**src/rtl/axi_ad9364_dac_sched.sv**
```systemverilog
// Slot scheduler for the AD9364 DAC port: arbitrates DDS (src0) and DMA (src1) samples onto
// periodic slots. Optional internal test pattern on cfg_src_sel = 11: AXI_AD9364_DAC_SCHED_PATTERN_EN.
module axi_ad9364_dac_sched #(
  parameter int RATE_W = 4,
  parameter int UFL_W  = 16
) (
  input  logic              clk,
  input  logic              rstn,
  input  logic              cfg_enable,
  input  logic              cfg_r1_mode,
  input  logic [RATE_W-1:0] cfg_rate_div,
  input  logic [1:0]        cfg_src_sel,
  input  logic              cfg_ufl_clr,
  input  logic              src0_valid,
  input  logic [47:0]       src0_data,
  output logic              src0_ready,
  input  logic              src1_valid,
  input  logic [47:0]       src1_data,
  output logic              src1_ready,
  output logic              dac_valid,
  output logic [11:0]       dac_data_i1,
  output logic [11:0]       dac_data_q1,
  output logic [11:0]       dac_data_i2,
  output logic [11:0]       dac_data_q2,
  output logic              dac_r1_mode,
  output logic [UFL_W-1:0]  ufl_cnt,
  output logic              ufl_sticky
);

  logic [RATE_W-1:0] r_cnt;
  logic [RATE_W-1:0] r_rate_div;
  logic [1:0]        r_src_sel;
  logic              r_rr_last;
  logic [RATE_W-1:0] w_min;
  logic [RATE_W-1:0] w_last;
  logic              w_slot;
  logic              w_gnt0;
  logic              w_gnt1;
  logic              w_pat;
  logic              w_ufl;
  logic [47:0]       w_data;
`ifdef AXI_AD9364_DAC_SCHED_PATTERN_EN
  logic              r_pat_b;
`endif

  // Slot timing, round-robin grant and the sample that the slot will present
  always_comb begin
    w_min  = dac_r1_mode ? RATE_W'(1) : RATE_W'(3);
    w_last = (r_rate_div < w_min) ? w_min : r_rate_div;
    w_slot = rstn & cfg_enable & (r_cnt == '0);
    w_gnt0 = 1'b0;
    w_gnt1 = 1'b0;
    w_pat  = 1'b0;
    case (r_src_sel)
      2'b01: w_gnt1 = src1_valid;
      2'b10: begin
        if (r_rr_last) begin
          w_gnt0 = src0_valid;
          w_gnt1 = ~src0_valid & src1_valid;
        end else begin
          w_gnt1 = src1_valid;
          w_gnt0 = ~src1_valid & src0_valid;
        end
      end
`ifdef AXI_AD9364_DAC_SCHED_PATTERN_EN
      2'b11: w_pat = 1'b1;
`endif
      default: w_gnt0 = src0_valid;
    endcase
    w_ufl = w_slot & ~(w_gnt0 | w_gnt1 | w_pat);
    if (w_gnt0) begin
      w_data = src0_data;
    end else if (w_gnt1) begin
      w_data = src1_data;
`ifdef AXI_AD9364_DAC_SCHED_PATTERN_EN
    end else if (w_pat) begin
      w_data = r_pat_b ? {12'o4402, 12'o1337, 12'o4402, 12'o1337}
                       : {12'o2064, 12'o1753, 12'o2064, 12'o1753};
`endif
    end else begin
      w_data = 48'd0;
    end
    if (dac_r1_mode) begin
      w_data[23:0] = 24'd0;
    end else begin
      w_data[23:0] = w_data[23:0];
    end
  end

  assign src0_ready = w_slot & w_gnt0;
  assign src1_ready = w_slot & w_gnt1;

  // Slot counter and shadow configuration; shadows reload only while idle or on a slot
  always_ff @(posedge clk or negedge rstn) begin
    if (!rstn) begin
      r_cnt       <= '0;
      r_rate_div  <= '0;
      r_src_sel   <= 2'b00;
      dac_r1_mode <= 1'b0;
      r_rr_last   <= 1'b1;
    end else begin
      if (!cfg_enable || r_cnt == w_last) begin
        r_cnt <= '0;
      end else begin
        r_cnt <= r_cnt + RATE_W'(1);
      end
      if (!cfg_enable || w_slot) begin
        r_rate_div  <= cfg_rate_div;
        r_src_sel   <= cfg_src_sel;
        dac_r1_mode <= cfg_r1_mode;
      end
      if (w_slot && (w_gnt0 || w_gnt1)) begin
        r_rr_last <= w_gnt1;
      end
    end
  end

`ifdef AXI_AD9364_DAC_SCHED_PATTERN_EN
  // Pattern phase restarts at A whenever the scheduler is disabled
  always_ff @(posedge clk or negedge rstn) begin
    if (!rstn) begin
      r_pat_b <= 1'b0;
    end else if (!cfg_enable) begin
      r_pat_b <= 1'b0;
    end else if (w_slot && w_pat) begin
      r_pat_b <= ~r_pat_b;
    end
  end
`endif

  // Registered DAC strobe and data; data holds between slots
  always_ff @(posedge clk or negedge rstn) begin
    if (!rstn) begin
      dac_valid   <= 1'b0;
      dac_data_i1 <= 12'd0;
      dac_data_q1 <= 12'd0;
      dac_data_i2 <= 12'd0;
      dac_data_q2 <= 12'd0;
    end else begin
      dac_valid <= w_slot;
      if (w_slot) begin
        {dac_data_i1, dac_data_q1, dac_data_i2, dac_data_q2} <= w_data;
      end
    end
  end

  // Underflow counter: a clear coinciding with an underflow leaves a count of one
  always_ff @(posedge clk or negedge rstn) begin
    if (!rstn) begin
      ufl_cnt    <= '0;
      ufl_sticky <= 1'b0;
    end else if (cfg_ufl_clr) begin
      ufl_cnt    <= w_ufl ? UFL_W'(1) : '0;
      ufl_sticky <= w_ufl;
    end else if (w_ufl) begin
      ufl_sticky <= 1'b1;
      if (ufl_cnt != '1) begin
        ufl_cnt <= ufl_cnt + UFL_W'(1);
      end
    end
  end

endmodule
```
**config.mk**
```make
export PLATFORM = sky130hd
export DESIGN_NAME = axi_ad9364_dac_sched
export DESIGN_NICKNAME = d
export VERILOG_FILES = /design/src/rtl/axi_ad9364_dac_sched.sv
export SDC_FILE = /design/constraint.sdc
export NUM_CORES = 1
export LEC_CHECK = 0
export BUFFER_PORTS_ARGS = -buffer_cell sky130_fd_sc_hd__buf_2
export CAP_MARGIN = 20
export CORE_MARGIN = 2
export CORE_UTILIZATION = 28
export DETAILED_ROUTE_END_ITERATION = 10
export PLACE_DENSITY = 0.63
export SYNTH_ARGS = -nofsm -noshare
export SYNTH_HDL_FRONTEND = slang
export SYNTH_SLANG_ARGS = --single-unit
```
**constraint.sdc**
```tcl
create_clock -name clk -period 2.8 [get_ports clk]
set_input_delay 0.7 -clock clk [delete_from_list [all_inputs] [get_ports clk]]
set_output_delay 0.7 -clock clk [all_outputs]
set_load 0.1 [all_outputs]
```
-- Word level (Yosys, flattened, before mapping)
Index checks and enable logic that the tools add are counted.
- $add $sub $neg: 2
- order comparisons: 1
- eq/ne operators: 4
- mux-type cells: 16
- bitwise operators: 11
- reduce and logical (&&, ||, !) cells: 9
- operators by type and width (kind ; number):
    48-bit 2-to-1 mux ; 2
    16-bit 2-to-1 mux ; 3
    24-bit 2-to-1 mux ; 1
    16-bit by 1-bit adder with 16-bit output, second input constant ; 1
    16-bit inequality test, second input constant ; 1
    4-bit 2-to-1 mux ; 2
    1-bit bitwise AND ; 7
    1-bit 2-to-1 mux ; 5
    4-bit by 1-bit adder with 4-bit output, second input constant ; 1
    4-bit == test ; 1
    4-bit logical NOT ; 1
    4-bit by 2-bit less-than comparator with 1-bit output ; 1
    1-bit one-hot mux with 2 select lines ; 2
    2-bit nonzero test ; 2
    1-bit logical OR ; 3
    1-bit inverter ; 3
    2-bit by 1-bit == test with 1-bit output, second input constant ; 1
    2-bit == test, second input constant ; 1
    2-bit 2-to-1 mux ; 1
    2-bit AND reduction ; 1
    1-bit logical AND ; 1
    1-bit logical NOT ; 1
    1-bit OR ; 1
- register bits: 78
- input bits: 109
- word-level logic and storage cells: 55

-- Depth between registers and ports, before layout
Gate-level depths: netlist (run 1).
- depth in word-level cells: 9
- mapped depth: 9

-- Least setup slack after synthesis (run 1)
Ideal clock, no wire load.
- kind: in2out
- start point: in rstn
- end point: out src0_ready
- arrival time: 3.198 ns
- required time: 2.100 ns
- path slack: -1.098 ns
- stages on the path: 3
- buffers on the path: 1
- path through: nand4_1 clkbuf_1 nor3_1
- longest elaborated chain between the ends: 3
- ends and longest elaborated chain (what ; line ; source):
    start, declared ; 8 ; input logic rstn,
    1-bit bitwise AND (2 in series) ; 50 ; w_slot = rstn & cfg_enable & (r_cnt == '0);
    1-bit bitwise AND ; 90 ; assign src0_ready = w_slot & w_gnt0;
    end, declared ; 16 ; output logic src0_ready,
Every way passes these cells.

-- Final worst setup path (run 1)
- start point: reg r_cnt[0]
- end point: out src0_ready
- longest elaborated chain between the ends: 3
- ends and longest elaborated chain (what ; line ; source):
    start, declared ; 30 ; logic [RATE_W-1:0] r_cnt;
    start signal, assigned ; 105 ; r_cnt <= r_cnt + RATE_W'(1);
    4-bit logical NOT ; 50 ;
    1-bit bitwise AND ; 50 ;
    1-bit bitwise AND ; 90 ;
Every way passes these cells.

==> results of run 1 <==
## worst reg2reg max path, cell delays in order (launching register included)
cell and delay (ns):
dfrtp_2 0.42, ha_1 0.28, a2111oi_0 0.53, mux2i_1 0.28, xnor2_1 0.09, o41ai_1 0.64
nor2_1 0.11
## final cells by class
| cell class | count | share of cell area [%] |
|---|---|---|
| Sequential cell | 78 | 37.5 |
| Multi-Input combinational cell | 270 | 32.1 |
| Timing Repair Buffer | 187 | 19.0 |
| Clock buffer | 10 | 4.39 |
| Tap cell | 176 | 4.22 |
| Clock inverter | 6 | 1.66 |
| Inverter | 12 | 1.10 |
## layer usage
metal,wire (um),vias to the layer above,GRT usage [%]
li1,-,1743,-
met1,4490,1657,18.8
met2,4710,149,22.9
met3,760,16,3.66
met4,228,0,7.28
met5,0,-,0
## power by group
part / switching [mW] / total [mW] / internal, mW
logic: 1.80 / 2.18 / 0.374
registers: 0.128 / 1.47 / 1.34
clock network: 0.452 / 1.23 / 0.778
## logic make-up (layout without fill, tap and decap cells)
kind of cell    after synthesis  after routing  share of synthesized area [%]
fa+ha+maj                     6              6                           2.00
mux                          12             12                           3.56
xor+xnor                      6              6                           1.40
flops                        78             78                           51.9
compound gates              131            131                           21.9
simple gates                115            115                           14.6
buf+inv                      38            215                           4.59
## path summary, 6_finish.rpt
check                                                  end  slack, ns                        from  depth (start not counted)
worst min-delay path               ufl_cnt[10]$_DFFE_PN0P_       0.43                        rstn                          2
worst max register to register          r_cnt[3]$_DFF_PN0_       0.32     dac_r1_mode$_DFFE_PN0P_                          6
worst min register to register  dac_data_i1[9]$_DFFE_PN0P_       0.47  dac_data_i1[9]$_DFFE_PN0P_                          2
min in group clk                dac_data_i1[9]$_DFFE_PN0P_       0.47  dac_data_i1[9]$_DFFE_PN0P_                          2
max in group asynchronous          dac_r1_mode$_DFFE_PN0P_       1.38                        rstn                          3
worst max-delay path                            src0_ready       0.28          r_cnt[0]$_DFF_PN0_                          5
## synthesized netlist by cell type, drive strengths merged
library cell	n	share of area [%]
buf	8	1.3
o211a	1	0.27
inv	11	1.1
or3	6	1.0
and4	1	0.27
mux2	11	3.3
nand2b	1	0.17
nor2b	7	1.2
nand3	6	0.80
a22oi	48	9.6
nor2	16	1.6
a311oi	2	0.63
clkinv	1	0.43
xnor2	3	0.70
and2	2	0.40
o31ai	2	0.40
dfrtp	77	51
and3	1	0.17
o21ai	58	7.7
nand4	11	2.0
a21boi	1	0.20
mux2i	1	0.27
ha	6	2.0
or4	2	0.50
xor2	3	0.70
a31oi	2	0.33
dfstp	1	0.70
a21oi	12	1.7
nor3	6	0.80
or2b	1	0.20
clkbuf	18	1.8
nand2	54	5.4
o41ai	2	0.47
nor4	1	0.17
a2111oi	1	0.23
o22ai	1	0.17
o211ai	1	0.20
## flip-flops by register name, summed over array words and instances, names as in the netlist
register     cells
ufl_cnt         16
r_cnt            4
ufl_sticky       1
dac_data_i2     12
dac_data_q2     12
r_rate_div       4
dac_r1_mode      1
dac_data_q1     12
r_src_sel        2
dac_data_i1     12
r_rr_last        1
dac_valid        1
## metrics by stage
stage	instance area, um^2	power [mW]	setup slack [ns]	hold slack [ns]	std cells
3_5_place_dp	4900	3.69	0.299	0.466	723
5_1_grt	5220	5.11	0.0163	0.469	739
3_3_place_gp	4900	3.65	0.397	0.459	723
4_1_cts	5220	4.94	0.235	0.437	739
6_report	5220	4.88	0.282	0.433	739
2_1_floorplan	3780	3.23	0.198	0.404	386
==> results.sh, run 1 <==
export IMPL_start_util_pct=28.5
export IMPL_antennaDiodeCount=0
export IMPL_cts_clk_slew_worst_paths_ns=0.06
export IMPL_grt_setup_unrepaired="no"
export IMPL_irDropWorstVdd_mv=0.522
export IMPL_gp_congestion=0.821
export IMPL_max_slew_margin_pct=57.4
export IMPL_hpwl_um=7490
export IMPL_viasPerCell=4.82
export IMPL_firstDrtPassIters=4
export IMPL_via_count=3565
export IMPL_dieArea_mm2=0.0144
export IMPL_antenna_found_initial=0
export IMPL_drive_gt1_share_pct=39.6
export IMPL_fmax_ghz=0.397
export IMPL_final_min_clock_period_ns=2.52
export IMPL_seq_area_mm2=0.00195
export IMPL_rows=42
export IMPL_ys_warn_count=0
export IMPL_cap_violations=0
export IMPL_remaining_drc_errors=0
export IMPL_cts_root_buf="clkbuf_16"
export IMPL_layout_commonest_cell="buf_2"
export IMPL_setup_viol=0
export IMPL_core_mm2=0.0132
export IMPL_syn_area_per_cell_um2=9.74
export IMPL_critPathLaunchType="flip-flop"
export IMPL_cp_top_family="simple AND/OR/NAND/NOR gates"
export IMPL_cts_path_max_buffers=2
export IMPL_ys_ff_latch=78
export IMPL_portBuffers=177
export IMPL_critPathMaxFanout=6
export IMPL_synth_area_mm2=0.00376
export IMPL_grt_overflow_total=0
export IMPL_final_util_pct=39.5
export IMPL_yosys_cell_types_count=46
export IMPL_drv_slew=0
export IMPL_critPathKind="flip-flop to output pin"
export IMPL_wl_per_cell_um=13.8
export IMPL_cts_resized=0
export IMPL_period_share_pct=89.9
export IMPL_syn_instance_count=386
export IMPL_yosysSeqAreaShare_pct=51.9
export IMPL_fin_skew_ns=0.00720
export IMPL_drt_iter0_markers=244
export IMPL_nNetsFinal=673
export IMPL_path_cells="inv_1 -> ha_1 -> nand4_1 -> nor3_4 -> buf_12"
export IMPL_die_h_um=120
export IMPL_area_delta_synth_final_pct=38.7
export IMPL_max_stage_delay_ns=0.43
export IMPL_crit_slowest_cell="dfrtp_1"
export IMPL_grtUsageTotal_pct=14.6
export IMPL_grt_start_max_net_pins=62
export IMPL_post_cts_repair_setup_buffers=0
export IMPL_drt_wl_total_um=10200
export IMPL_mostFrequentLayoutCells="174 x buf_2, 76 x dfrtp_1, 58 x o21ai_0, 54 x nand2_1, 48 x a22oi_1"
export IMPL_critPathArrivalTime_ns=1.82
export IMPL_io_pins=178
export IMPL_setup_tns_ns=0
export IMPL_pwr_density_cell_mw_per_mm2=935
export IMPL_grt_pass1_vias=3488
export IMPL_outcome="finished, final reports clean"
export IMPL_worstPathRequired_ns=2.10
export IMPL_multi_input_area_mm2=0.00168
export IMPL_grt_pass1_wl_um=16600
export IMPL_postRouteAntennaNets=0
export IMPL_endpoint_kind="output pin"
export IMPL_clock_sinks=78
export IMPL_leakage_nw=2.54
export IMPL_fp_dieW_um=120
export IMPL_clock_latency_ns=0.34
export IMPL_holdBufCountCts=0
export IMPL_tightest_slew_ns=0.631
export IMPL_cts_made_buffers=9
export IMPL_tritoncts="done"
export IMPL_hold_viol_final=0
export IMPL_cts_htree_levels=3
export IMPL_fillers=1331
export IMPL_critical_path_n_buffers_inverters=2
export IMPL_synth_fp_nets=501
export IMPL_hold_class="input pin to asynchronous set/reset pin"
No activity file was read; power rests on OpenSTA's default activity.
==> run 2, diff against run 1 <==
--- a/config.mk
+++ b/config.mk
@@ -10,6 +10,7 @@
 export CORE_MARGIN = 2
 export CORE_UTILIZATION = 28
 export DETAILED_ROUTE_END_ITERATION = 10
+export GPL_TIMING_DRIVEN = 0
 export PLACE_DENSITY = 0.63
 export SYNTH_ARGS = -nofsm -noshare
 export SYNTH_HDL_FRONTEND = slang
==> run 2 against run 1 <==
  * First-iteration DRC count is 7.8% lower
  * Critical path depth is 2 higher
  * Total power is 2.2% higher
  * Register-to-register slack worse by 0.06 ns
  * Flip-flop and latch count stayed put
  * Critical endpoint is now src1_ready
  * Largest cell class unchanged
  * Largest power group unchanged
==> results.sh, run 2 (synthesized netlist as in run 1, its figures left out) <==
export IMPL_irDropWorstVdd_mv=0.543
export IMPL_wl_per_cell_um=15.3
export IMPL_tightest_slew_ns=0.599
export IMPL_seqPwrFrac_pct=29.5
export IMPL_max_stage_delay_ns=0.21
export IMPL_critPathLaunchType="input pin"
export IMPL_worstPathRequired_ns=2.10
export IMPL_final_util_pct=40.6
export IMPL_outcome="finished, final reports clean"
export IMPL_grtUsageTotal_pct=16.3
export IMPL_critical_path_n_buffers_inverters=5
export IMPL_p_comb_share_pct=44.4
export IMPL_remaining_drc_errors=0
export IMPL_hold_viol_final=0
export IMPL_core_mm2=0.0132
export IMPL_crit_path_frequent_cell="buf_8"
export IMPL_nNetsFinal=693
export IMPL_cap_violations=0
export IMPL_setup_viol=0
export IMPL_largest_register_ffs=16
export IMPL_cp_top_family="buffers and inverters"
export IMPL_area_delta_synth_final_pct=42.6
export IMPL_cts_clk_slew_worst_paths_ns=0.06
export IMPL_cts_htree_levels=3
export IMPL_critPathArrivalTime_ns=1.97
export IMPL_gp_congestion=0.844
export IMPL_layout_commonest_cell="buf_2"
export IMPL_hold_class="input pin to asynchronous set/reset pin"
export IMPL_tritoncts="done"
export IMPL_grt_pass1_wl_um=18200
export IMPL_cts_root_buf="clkbuf_16"
export IMPL_clock_sinks=78
export IMPL_fillers=1330
export IMPL_firstDrtPassIters=5
export IMPL_viasPerCell=4.95
export IMPL_drt_iter0_markers=225
export IMPL_drive_gt1_share_pct=38.3
export IMPL_grt_pass1_vias=3718
export IMPL_clock_latency_ns=0.34
export IMPL_critPathMaxFanout=18
export IMPL_instances_no_fill=760
export IMPL_antenna_found_initial=1
export IMPL_leakage_nw=2.62
export IMPL_path_cells="buf_8 -> buf_16 -> nand4_1 -> buf_4 -> clkbuf_4 -> nor2_4 -> buf_8"
export IMPL_cts_path_max_buffers=2
export IMPL_portBuffers=177
export IMPL_endpoint_kind="output pin"
export IMPL_grt_start_max_net_pins=33
export IMPL_max_slew_margin_pct=59.6
export IMPL_fin_skew_ns=0.00478
export IMPL_via_count=3763
export IMPL_postRouteAntennaNets=0
export IMPL_fmax_ghz=0.375
export IMPL_drv_slew=0
export IMPL_io_pins=178
export IMPL_fin_total_pwr_mw=4.99
export IMPL_clock_power_share_pct=26.0
export IMPL_grt_setup_unrepaired="no"
export IMPL_die_h_um=120
export IMPL_rows=42
export IMPL_switching_share_pct=48.2
export IMPL_dp_cells=740
export IMPL_seq_area_mm2=0.00195
export IMPL_start_util_pct=28.5
export IMPL_grt_overflow_total=0
export IMPL_p_int_mw=2.58
export IMPL_p_sw_mw=2.40
export IMPL_final_min_clock_period_ns=2.67
export IMPL_cts_made_buffers=9
export IMPL_period_share_pct=95.3
export IMPL_fp_dieW_um=120
export IMPL_critPathKind="input pin to output pin"
export IMPL_crit_slowest_cell="buf_4"
export IMPL_pwr_density_cell_mw_per_mm2=930
export IMPL_drt_wl_total_um=11600
export IMPL_dieArea_mm2=0.0144
export IMPL_hpwl_um=8450
export IMPL_top_register="ufl_cnt"
export IMPL_multi_input_area_mm2=0.00166
export IMPL_mostFrequentLayoutCells="176 x buf_2, 76 x dfrtp_1, 58 x o21ai_0, 54 x nand2_1, 48 x a22oi_1"
-- run 2: timing repair --
action	CTS	global route
buffers inserted	1	0
endpoints found under the setup margin	2	3
gates cloned	2	0
gates resized for setup	9	3
pin swaps	1	0
hold buffers	0	0
-- run 2: final cells by class --
type                            instances  area share (%)
Antenna cell                            1          0.0467
Multi-Input combinational cell        270            31.0
Clock inverter                          3            1.21
Inverter                               12            1.07
Sequential cell                        78            36.5
Tap cell                              176            4.11
Timing Repair Buffer                  181            18.8
Clock buffer                           13            5.04
Buffer                                 26            2.29
-- run 2: power groups by stage --
stage,clock network (mW),registers (mW),logic (mW)
floorplan,0,2.84,0.393
global placement,0,1.48,2.17
detailed placement,0,1.49,2.20
CTS,1.34,1.47,2.22
global route,1.39,1.50,2.32
finish,1.30,1.47,2.21
-- run 2: routing by layer --
metal  global-route usage, %  part of all wire, %
met1                    20.5                   43
met5                       0                    0
met2                    27.1                   49
met4                    6.69                  1.5
met3                    3.52                  6.6
-- run 2: per-stage QoR --
stage	area (um^2)	TNS, ns	setup slack [ns]	hold WS (ns)
final	5360	0	0.130	0.177
after global routing	5360	0	0.0126	0.178
after detailed placement	4920	-4.67	-0.954	0.467
after CTS	5350	0	0.00207	0.188
after floorplan	3780	0	0.198	0.404
after global placement	4890	-75.62	-1.95	0.460
-- run 2: final timing paths --
| kind | startpoint | end | slack [ns] | cells after the start |
|---|---|---|---|---|
| max | rstn | src1_ready | 0.13 | 7 |
| min | rstn | ufl_cnt[9]$_DFFE_PN0P_ | 0.18 | 1 |
| max reg2reg | r_src_sel[0]$_DFFE_PN0P_ | ufl_cnt[4]$_DFFE_PN0P_ | 0.26 | 8 |
| min reg2reg | dac_data_i1[11]$_DFFE_PN0P_ | dac_data_i1[11]$_DFFE_PN0P_ | 0.47 | 2 |
| max in group asynchronous | rstn | dac_data_i1[9]$_DFFE_PN0P_ | 2.07 | 2 |
| min in group clk | dac_data_i1[11]$_DFFE_PN0P_ | dac_data_i1[11]$_DFFE_PN0P_ | 0.47 | 2 |
-- run 2: worst register-to-register path, delay by kind of cell (launching register included) --
kind,cells,cell delay (ns)
multiplexers,1,0.34
flip-flops,1,0.36
AO/OA/AOI/OAI,3,0.97
AND/OR/NAND/NOR,1,0.21
buffers and inverters,2,0.32
adder cells (fa/ha/maj),1,0.23
